File: src/rtl/rv_pkg.sv
// RV32 decode constants and shared types for the EX-stage M-extension sequencer.
package rv_pkg;

  localparam logic [6:0] OPC_R     = 7'b0110011;
  localparam logic [6:0] F7_MULDIV = 7'b0000001;

  localparam logic [2:0] F3_MUL    = 3'b000;
  localparam logic [2:0] F3_MULH   = 3'b001;
  localparam logic [2:0] F3_MULHSU = 3'b010;
  localparam logic [2:0] F3_MULHU  = 3'b011;
  localparam logic [2:0] F3_DIV    = 3'b100;
  localparam logic [2:0] F3_DIVU   = 3'b101;
  localparam logic [2:0] F3_REM    = 3'b110;
  localparam logic [2:0] F3_REMU   = 3'b111;

  typedef enum logic [1:0] {
    MD_IDLE = 2'd0,
    MD_CALC = 2'd1,
    MD_DONE = 2'd2
  } md_state_t;

  typedef enum logic {
    MD_MULT   = 1'b0,
    MD_DIVIDE = 1'b1
  } md_mode_t;

  function automatic logic f3_a_signed(input logic [2:0] f3);
    return (f3 == F3_MUL) || (f3 == F3_MULH) || (f3 == F3_MULHSU) ||
           (f3 == F3_DIV) || (f3 == F3_REM);
  endfunction

  function automatic logic f3_b_signed(input logic [2:0] f3);
    return (f3 == F3_MUL) || (f3 == F3_MULH) || (f3 == F3_DIV) || (f3 == F3_REM);
  endfunction

endpackage

File: src/rtl/muldiv_step.sv
// One iteration of the unsigned shift-add multiplier / restoring divider.
// Multiply: acc = {partial, multiplier}. Divide: acc = {remainder, dividend/quotient}.
module muldiv_step
  import rv_pkg::*;
#(
  parameter int XLEN = 32
) (
  input  md_mode_t          mode,
  input  logic [2*XLEN-1:0] acc,
  input  logic [XLEN-1:0]   opnd,
  output logic [2*XLEN-1:0] acc_next
);

  logic [XLEN:0]   add_sum;
  logic [2*XLEN:0] shifted;
  logic [XLEN:0]   trial;

  assign add_sum = {1'b0, acc[2*XLEN-1:XLEN]} + {1'b0, opnd};
  assign shifted = {acc, 1'b0};
  // Shifted remainder can reach XLEN+1 bits before the trial subtract.
  assign trial   = shifted[2*XLEN:XLEN] - {1'b0, opnd};

  always_comb begin
    acc_next = acc;
    if (mode == MD_MULT) begin
      if (acc[0]) acc_next = {add_sum, acc[XLEN-1:1]};
      else        acc_next = {1'b0, acc[2*XLEN-1:1]};
    end else begin
      if (!trial[XLEN]) acc_next = {trial[XLEN-1:0], shifted[XLEN-1:1], 1'b1};
      else              acc_next = shifted[2*XLEN-1:0];
    end
  end

endmodule

File: src/rtl/ex_muldiv_seq.sv
// Iterative RV32M multiply/divide sequencer: XLEN steps on operand magnitudes,
// sign fix-up on the DONE cycle, pipeline stall while busy.
module ex_muldiv_seq
  import rv_pkg::*;
#(
  parameter int XLEN  = 32,
  parameter int CNT_W = $clog2(XLEN)
) (
  input  logic            clk,
  input  logic            rst,
  input  logic            start,
  input  logic [2:0]      func3,
  input  logic [XLEN-1:0] Read1,
  input  logic [XLEN-1:0] Read2,
  input  logic [4:0]      rd,
  input  logic            flush,
  output logic            stall,
  output logic            result_valid,
  output logic [XLEN-1:0] result,
  output logic [4:0]      rd_out
);

  localparam logic [CNT_W-1:0] LAST_STEP = CNT_W'(XLEN - 1);
  localparam logic [XLEN-1:0]  ALL_ONES  = '1;
  localparam logic [XLEN-1:0]  MOST_NEG  = {1'b1, {(XLEN-1){1'b0}}};

  md_state_t         state_reg, state_next;
  logic [CNT_W-1:0]  count_reg;
  logic [2:0]        func3_reg;
  logic [4:0]        rd_reg;
  logic [2*XLEN-1:0] acc_reg;
  logic [2*XLEN-1:0] acc_next;
  logic [XLEN-1:0]   opnd_reg;
  logic              a_neg_reg, b_neg_reg;
  logic              special_reg;
  logic [XLEN-1:0]   special_val_reg;

  logic            accept;
  logic            a_neg, b_neg;
  logic [XLEN-1:0] a_mag, b_mag;
  logic            div_zero, div_ovf;
  logic [XLEN-1:0] special_val;

  assign accept   = (state_reg == MD_IDLE) && start && !flush;
  assign a_neg    = f3_a_signed(func3) && Read1[XLEN-1];
  assign b_neg    = f3_b_signed(func3) && Read2[XLEN-1];
  assign a_mag    = a_neg ? -Read1 : Read1;
  assign b_mag    = b_neg ? -Read2 : Read2;
  assign div_zero = func3[2] && (Read2 == '0);
  // Only signed DIV/REM (func3[0]==0) can overflow.
  assign div_ovf  = func3[2] && !func3[0] && (Read1 == MOST_NEG) && (Read2 == ALL_ONES);

  always_comb begin
    special_val = '0;
    if (div_zero)     special_val = func3[1] ? Read1 : ALL_ONES;
    else if (div_ovf) special_val = func3[1] ? '0 : MOST_NEG;
  end

  always_ff @(posedge clk or negedge rst) begin
    if (!rst) state_reg <= MD_IDLE;
    else      state_reg <= state_next;
  end

  always_comb begin
    state_next   = state_reg;
    stall        = 1'b0;
    result_valid = 1'b0;
    unique case (state_reg)
      MD_IDLE: begin
        if (accept) begin
          stall      = 1'b1;
          state_next = (div_zero || div_ovf) ? MD_DONE : MD_CALC;
        end
      end
      MD_CALC: begin
        stall = 1'b1;
        if (count_reg == LAST_STEP) state_next = MD_DONE;
      end
      MD_DONE: begin
        result_valid = 1'b1;
        state_next   = MD_IDLE;
      end
      default: state_next = MD_IDLE;
    endcase
    if (flush) begin
      state_next   = MD_IDLE;
      stall        = 1'b0;
      result_valid = 1'b0;
    end
    // Keep stall low while reset is held even if EX still presents start.
    if (!rst) stall = 1'b0;
  end

  muldiv_step #(.XLEN(XLEN)) u_step (
    .mode     (func3_reg[2] ? MD_DIVIDE : MD_MULT),
    .acc      (acc_reg),
    .opnd     (opnd_reg),
    .acc_next (acc_next)
  );

  always_ff @(posedge clk or negedge rst) begin
    if (!rst) begin
      count_reg       <= '0;
      func3_reg       <= '0;
      rd_reg          <= '0;
      acc_reg         <= '0;
      opnd_reg        <= '0;
      a_neg_reg       <= 1'b0;
      b_neg_reg       <= 1'b0;
      special_reg     <= 1'b0;
      special_val_reg <= '0;
    end else if (accept) begin
      count_reg       <= '0;
      func3_reg       <= func3;
      rd_reg          <= rd;
      acc_reg         <= {{XLEN{1'b0}}, a_mag};
      opnd_reg        <= b_mag;
      a_neg_reg       <= a_neg;
      b_neg_reg       <= b_neg;
      special_reg     <= div_zero || div_ovf;
      special_val_reg <= special_val;
    end else if (state_reg == MD_CALC) begin
      count_reg <= count_reg + 1'b1;
      acc_reg   <= acc_next;
    end
  end

  logic [2*XLEN-1:0] prod_fix;
  logic [XLEN-1:0]   quo, rem;

  assign prod_fix = (a_neg_reg ^ b_neg_reg) ? -acc_reg : acc_reg;
  assign quo      = acc_reg[XLEN-1:0];
  assign rem      = acc_reg[2*XLEN-1:XLEN];

  always_comb begin
    result = '0;
    if (result_valid) begin
      if (special_reg) begin
        result = special_val_reg;
      end else begin
        case (func3_reg)
          F3_MUL:                        result = prod_fix[XLEN-1:0];
          F3_MULH, F3_MULHSU, F3_MULHU:  result = prod_fix[2*XLEN-1:XLEN];
          F3_DIV, F3_DIVU:               result = (a_neg_reg ^ b_neg_reg) ? -quo : quo;
          F3_REM, F3_REMU:               result = a_neg_reg ? -rem : rem;
          default:                       result = '0;
        endcase
      end
    end
  end

  assign rd_out = rd_reg;

endmodule

File: config.mk
export PLATFORM = sky130hd
export DESIGN_NAME = ex_muldiv_seq
export DESIGN_NICKNAME = d
export VERILOG_FILES = /design/src/rtl/rv_pkg.sv /design/src/rtl/muldiv_step.sv /design/src/rtl/ex_muldiv_seq.sv
export SDC_FILE = /design/constraint.sdc
export NUM_CORES = 1
export LEC_CHECK = 0
export CORE_MARGIN = 2
export CORE_UTILIZATION = 45
export DETAILED_ROUTE_END_ITERATION = 10
export DONT_BUFFER_PORTS = 1
export MAX_ROUTING_LAYER = met4
export PLACE_DENSITY = 0.68
export SYNTH_ARGS = -nofsm -noshare
export SYNTH_HDL_FRONTEND = slang
export SYNTH_SLANG_ARGS = --single-unit
File: constraint.sdc
create_clock -name clk -period 3.6 [get_ports clk]
set_input_delay 0.54 -clock clk [delete_from_list [all_inputs] [get_ports clk]]
set_output_delay 0.54 -clock clk [all_outputs]
set_load 0.01 [all_outputs]
==> results of run 1 <==
-- cell usage in the layout (no fill, tap or decap), types with 44 or more instances in the layout --
| master | instances |
|---|---|
| inv_1 | 70 |
| a21oi_1 | 178 |
| mux2i_1 | 69 |
| o31ai_1 | 50 |
| nand2_1 | 258 |
| o21ai_0 | 172 |
| nor2_1 | 152 |
| nor3_1 | 44 |
| buf_4 | 159 |
| xor2_1 | 71 |
| ha_1 | 71 |
| dfrtp_1 | 144 |
| xnor2_1 | 97 |
-- logic make-up after synthesis --
| group | count (synthesis) | share of synthesized area (%) |
|---|---|---|
| fa+ha+maj | 73 | 6.14 |
| compound gates | 655 | 26.8 |
| mux | 81 | 5.46 |
| xor+xnor | 172 | 9.97 |
| simple gates | 707 | 22.1 |
| buf+inv | 207 | 5.35 |
| flops | 146 | 24.2 |
-- power by group --
group	total, mW	leakage (nW)	switching [mW]	internal, mW
combinational	10.3	5.45	6.02	4.32
sequential	2.65	1.91	0.600	2.05
clock	1.99	0.302	0.877	1.12
total	15.0	7.66	7.49	7.49
-- per-stage QoR --
stage / std cells / power (mW) / setup WS [ps] / util (%)
global placement: 2514 / 12.0 / -76.7 / 49.4
finish: 2561 / 15.0 / -411 / 52.9
global route: 2561 / 15.9 / -553 / 52.9
floorplan: 2041 / 8.86 / -27.2 / -
detailed placement: 2514 / 12.1 / -76.1 / 49.4
CTS: 2553 / 14.5 / -369 / 52.2
-- per-layer routing --
| layer | vias up | routed length [µm] |
|---|---|---|
| li1 | 7474 | - |
| met4 | 0 | 1410 |
| met3 | 94 | 5080 |
| met5 | - | 0 |
| met1 | 7694 | 26500 |
| met2 | 779 | 25500 |
-- repair_timing --
item	in CTS	in global routing
setup endpoints to repair	32	63
buffers inserted	9	6
pin swaps	25	35
hold endpoints to repair	146	146
gates cloned	0	1
resized for setup	64	53
-- area by class of cell --
cell class	count	area [µm²]
inverters	74	278
flip-flops and latches	146	3660
clock buffers	17	425
diodes	2	5.00
well taps	448	561
clock inverters	14	191
multi-input cells	1688	11100
repair buffers	172	1400
fillers	3204	15700
-- worst paths after layout --
path | start | endpoint | slack [ps] | depth (start not counted)
worst max-delay path | acc_reg[51]$_DFFE_PN0P_ | result[31] | -410 | 9
worst min-delay path | rst | opnd_reg[16]$_DFFE_PN0P_ | -210 | 0
worst max register to register | acc_reg[32]$_DFFE_PN0P_ | acc_reg[59]$_DFFE_PN0P_ | 60 | 13
worst min register to register | special_val_reg[19]$_DFFE_PN0P_ | special_val_reg[19]$_DFFE_PN0P_ | 480 | 2
max in group asynchronous | rst | opnd_reg[15]$_DFFE_PN0P_ | 3520 | 0
min in group clk | flush | state_reg[1]$_DFFE_PN0P_ | 160 | 1
==> results.json, run 1 <==
{
  "status": "complete, but fails checks",
  "violations": "hold timing, setup timing",
  "synth_area_leaders": "dfrtp_1 24%, nand2_1 6.6%, o21ai_0 6.4%, a21oi_1 6.4%, ha_1 5.9%",
  "setup_viol": 22,
  "min_period_ps": 4010,
  "fp.dieH_um": 187,
  "arrival_ps": 3470,
  "met3_usage_pct": 5.23,
  "grt.overflow.total": 0,
  "grt_pass1_wl_um": 90300,
  "via_count": 16000,
  "path_clk_slew_ps": 70,
  "post-synth-top-area-cell": "dfrtp_1",
  "worstPathRequired_ps": 3060,
  "grt_antenna_before_repair": 2,
  "grt_pass1_vias": 15200,
  "synth_edf_count": 0,
  "grt_max_degree": 148,
  "leakage_nw": 7.66,
  "cts.sink_count": 146,
  "ios": 115,
  "synth_top_flop_cell": "dfrtp_1",
  "fp-row-count": 67,
  "largest_reg_flops": 64,
  "wl_um": 58400,
  "grt_busiest_layer": "met2",
  "avgSynthCellArea_um2": 7.40,
  "placed_cell_area_um2": 16400,
  "tightestPinTransition_ps": 954,
  "synthesis.nets": 2190,
  "critPathMostFrequentCell": "or4_4",
  "initial_utilization_pct": 45.4,
  "ant_nets": 0,
  "htree_levels": 4,
  "drt_iter0_drc": 1814,
  "root_buffer": "clkbuf_16",
  "crit_fanout": 4,
  "die_x_um": 187,
  "ys_seq_area_share_pct": 24.2,
  "stdcell_area_um2": 17600,
  "maxCapViolations": 0,
  "critPathKind": "reg2out",
  "coreArea_um2": 33300,
  "grt_use_met1_pct": 47.8,
  "p_per_area_nw_per_um2": 850,
  "avgRoutedWirePerCell_um": 22.8,
  "slew_headroom_pct": 36.2,
  "rsz0062_at_grt": "yes",
  "syn-cell-area_um2": 15100,
  "synth_most_common_cell": "nand2_1",
  "first_pass_iters": 6,
  "synth_warnings": 0,
  "fin_hold_ws_ps": -212,
  "critPathBufInv": 0,
  "fin_nets": 2248,
  "synth_top_area_share_pct": 24.2,
  "fmax_mhz": 249,
  "use_met2_pct": 50.2,
  "ys_async_sr_fraction_pct": 100,
  "slowest_delay_ps": 540,
  "synth-seq-cells": 146,
  "worstPathCellList": "or4_4, or4_4, or4_4, or3_4, o21ai_1, a21oi_1, o22ai_1, nor2_1, nor2_2",
  "hpwl_um": 43900,
  "finClkSkew_ps": 9.80,
  "synthCells": 2041,
  "drc": 0,
  "final.setup.tns_ps": -4510,
  "synth_common_cells": "264 x nand2_1, 193 x o21ai_0, 192 x a21oi_1",
  "vdd_drop_max_uv": 435,
  "crit_family": "simple AND/OR/NAND/NOR gates",
  "numCtsBuffers": 17,
  "timing.final.max_slew_violations": 0,
  "clkLatencyLatePin_ps": 450,
  "track_usage_pct": 33.9,
  "dieArea_um2": 35100,
  "crit_slowest_cell": "or4_4",
  "area_growth_pct": 16.5,
  "critPathLaunchType": "flop",
  "setup_slack_ps": -411,
  "synth_cell_types": 79,
  "hp-class": "in2async",
  "gp_congestion": 1.01,
  "hold_viol_final": 146,
  "via_per_inst": 6.26,
  "cts_max_path_buffers": 2,
  "finalCritPeriodShare_pct": 111,
  "end_kind": "output port",
  "cts_tree": "yes",
  "drive_gt1_share_pct": 15.2,
  "io_buffers": 0
}
Power figures use the tool's default switching activity.
==> run 2, diff against run 1 <==
--- a/config.mk
+++ b/config.mk
@@ -5,6 +5,7 @@
 export SDC_FILE = /design/constraint.sdc
 export NUM_CORES = 1
 export LEC_CHECK = 0
+export ABC_AREA = 1
 export CORE_MARGIN = 2
 export CORE_UTILIZATION = 45
 export DETAILED_ROUTE_END_ITERATION = 10
==> run 2 against run 1 <==
Effect of this change: the run ends with hold timing left; synthesized area grew 16%; cell count grew 43%; critical path depth did not move; synthesized cell count increased by 54%; final area rose by 8.0%; clock skew rose by 7.1 ps; wire length grew 34%; sequential power is 21% higher; largest cell class unchanged.
==> results.json, run 2 <==
{
  "status": "complete, but fails checks",
  "violations": "hold timing",
  "cts_max_path_buffers": 2,
  "clkPwrFrac_pct": 10.1,
  "grt_max_degree": 148,
  "drt_iter0_drc": 2745,
  "dr_wl_met2_um": 30600,
  "io_buffers": 0,
  "ios": 115,
  "synth_compound_area_share_pct": 18.5,
  "dp_cells": 3621,
  "worstPathRequired_ps": 3060,
  "synth_cell_types": 50,
  "via_count": 21400,
  "p_sw_mw": 10.5,
  "coreArea_um2": 38600,
  "grt_pass1_vias": 19600,
  "gp_congestion": 1.02,
  "hpwl_um": 61500,
  "cts_tree": "yes",
  "synth_area_leaders": "nand2_1 22%, dfrtp_1 21%, inv_1 8.2%, o21ai_0 7.8%, nand3_1 7.7%",
  "hold_viol_final": 146,
  "p_int_mw": 6.80,
  "ys_seq_area_share_pct": 20.8,
  "wl_um": 78300,
  "drive_gt1_share_pct": 6.41,
  "fp.dieH_um": 201,
  "fin_hold_ws_ps": -232,
  "drc": 0,
  "crit_fanout": 26,
  "via_per_inst": 5.84,
  "layout_commonest_cell": "nand2_1",
  "grt_antenna_before_repair": 2,
  "final.setup.tns_ps": 0,
  "timing.final.max_slew_violations": 0,
  "grt.overflow.total": 0,
  "setup_viol": 0,
  "avgRoutedWirePerCell_um": 21.4,
  "synth-seq-cells": 146,
  "combPwrFrac_pct": 71.3,
  "p_sw_share_pct": 60.6,
  "setup_slack_ps": 78.2,
  "critPathKind": "reg2out",
  "initial_utilization_pct": 45.5,
  "m1WireLength_um": 34500,
  "post-synth-top-area-cell": "nand2_1",
  "ant_nets": 0,
  "p_seq_share_pct": 18.6,
  "numCtsBuffers": 17,
  "htree_levels": 4,
  "synthesis.nets": 3289,
  "synth_mux_area_share_pct": 0,
  "finClkSkew_ps": 16.9,
  "fin_nets": 3272,
  "min_period_ps": 3520,
  "finalCritPeriodShare_pct": 97.8,
  "layout_common_cells": "1001 x nand2_1, 377 x inv_1, 341 x nor2_1",
  "end_kind": "output port",
  "maxCapViolations": 0,
  "cts.sink_count": 146,
  "clkLatencyLatePin_ps": 470,
  "first_pass_iters": 6,
  "synth_top_family_by_area": "simple AND/OR/NAND/NOR gates",
  "synth_edf_count": 0,
  "synthCells": 3140,
  "path_clk_slew_ps": 70,
  "synth-simple-area-share_pct": 41.7,
  "place_ws_ps": 156,
  "met3_length_um": 10300,
  "rsz0062_at_grt": "yes",
  "root_buffer": "clkbuf_16",
  "p_per_area_nw_per_um2": 908,
  "fp-row-count": 72,
  "finalNonFillerCells": 3655,
  "track_usage_pct": 39.4,
  "vdd_drop_max_uv": 505,
  "fill_cells": 4201,
  "synthAdderAreaFrac_pct": 5.30,
  "ys_async_sr_fraction_pct": 100,
  "die_x_um": 201,
  "synth_warnings": 0,
  "synth_common_cells": "1004 x nand2_1, 381 x inv_1, 358 x nor2_1",
  "synth_top_area_share_pct": 21.5,
  "fmax_mhz": 284,
  "topRoutingLayerUsed": "met4",
  "syn-cell-area_um2": 17500,
  "hp-class": "in2async",
  "leakage_nw": 9.53,
  "avgSynthCellArea_um2": 5.58,
  "tightestPinTransition_ps": 1120,
  "largest_reg_flops": 64,
  "synth_most_common_cell": "nand2_1",
  "critPathLaunchType": "flop",
  "arrival_ps": 2980,
  "grt_pass1_wl_um": 119000,
  "dieArea_um2": 40500,
  "synth_xor_area_share_pct": 2.55,
  "slew_headroom_pct": 25.6,
  "area_growth_pct": 8.51,
  "synth_top_flop_cell": "dfrtp_1"
}
==> run 2: changes by cell type after synthesis, moves of 69 or more <==
cell	previous run	this run
inv_1	72	381
nand2_1	264	1004
nand3_1	29	271
mux2i_1	69	0
o21ai_0	193	273
xnor2_1	100	18
nor2_1	164	358
==> run 2: layout make-up <==
class / instances / area [µm²] / share of cell area, %
Timing Repair Buffer: 77 / 591 / 3.11
Clock inverter: 15 / 123 / 0.645
Antenna cell: 1 / 2.50 / 0.0132
Inverter: 389 / 1470 / 7.70
Tap cell: 518 / 648 / 3.41
Clock buffer: 17 / 425 / 2.24
Sequential cell: 146 / 3670 / 19.3
Multi-Input combinational cell: 2492 / 12100 / 63.6
==> run 2: per-layer routing <==
layer | track usage, % | up-vias
met5 | - | -
met4 | 13.4 | 0
met3 | 11.2 | 176
met2 | 53.2 | 1239
met1 | 55.6 | 9793
li1 | - | 10200
==> run 2: power groups by stage <==
stage	logic [mW]	registers, mW	clock network [mW]
final	12.3	3.21	1.74
after global routing	13.6	3.22	1.81
after CTS	11.8	3.11	1.74
after detailed placement	11.7	3.14	0
after global placement	11.7	3.11	0
after floorplan	8.26	2.64	0
==> run 2: metrics by stage <==
stage | area, µm² | hold WS (ps) | power (mW) | utilization, %
finish | 19000 | -232 | 17.3 | 49.3
global route | 19000 | -244 | 18.6 | 49.3
CTS | 18900 | -243 | 16.7 | 48.9
detailed placement | 18300 | 246 | 14.9 | 47.5
global placement | 18300 | 247 | 14.8 | 47.5
floorplan | 17500 | 244 | 10.9 | -
==> run 2: worst max-delay path, stage by stage (launching register included) <==
cell	delay [ps]
dfrtp_1	400
nand2_1	90
nand2_2	60
inv_2	430
buf_4	320
nand2_1	100
o21ai_0	610
nand4_1	290
nand2_1	130
inv_1	80
==> run 2: path summary, 6_finish.rpt <==
kind / startpoint / endpoint / slack (ps) / depth (start not counted)
worst min register to register: special_val_reg[27]$_DFFE_PN0P_ / special_val_reg[27]$_DFFE_PN0P_ / 490 / 2
max in group asynchronous: rst / acc_reg[52]$_DFFE_PN0P_ / 3510 / 0
min in group clk: flush / state_reg[1]$_DFFE_PN0P_ / 140 / 1
worst min-delay path: rst / count_reg[0]$_DFFE_PN0P_ / -230 / 0
worst max register to register: acc_reg[31]$_DFFE_PN0P_ / acc_reg[60]$_DFFE_PN0P_ / 470 / 16
worst max-delay path: a_neg_reg$_DFFE_PN0P_ / result[18] / 80 / 9
==> run 2: timing repair <==
action / in CTS / in global routing
buffers inserted: 0 / 1
endpoints found under the setup margin: 12 / 25
hold endpoints to repair: 146 / 146
pin swaps: 0 / 1
resized for setup: 8 / 49
==> run 2: cells by family (layout without fill, tap and decap cells) <==
family / Yosys count / in the layout
simple gates: 1767 / 1767
compound gates: 601 / 601
buf+inv: 502 / 498
flops: 146 / 146
fa+ha+maj: 73 / 73
xor+xnor: 51 / 51
other cells: 0 / 1
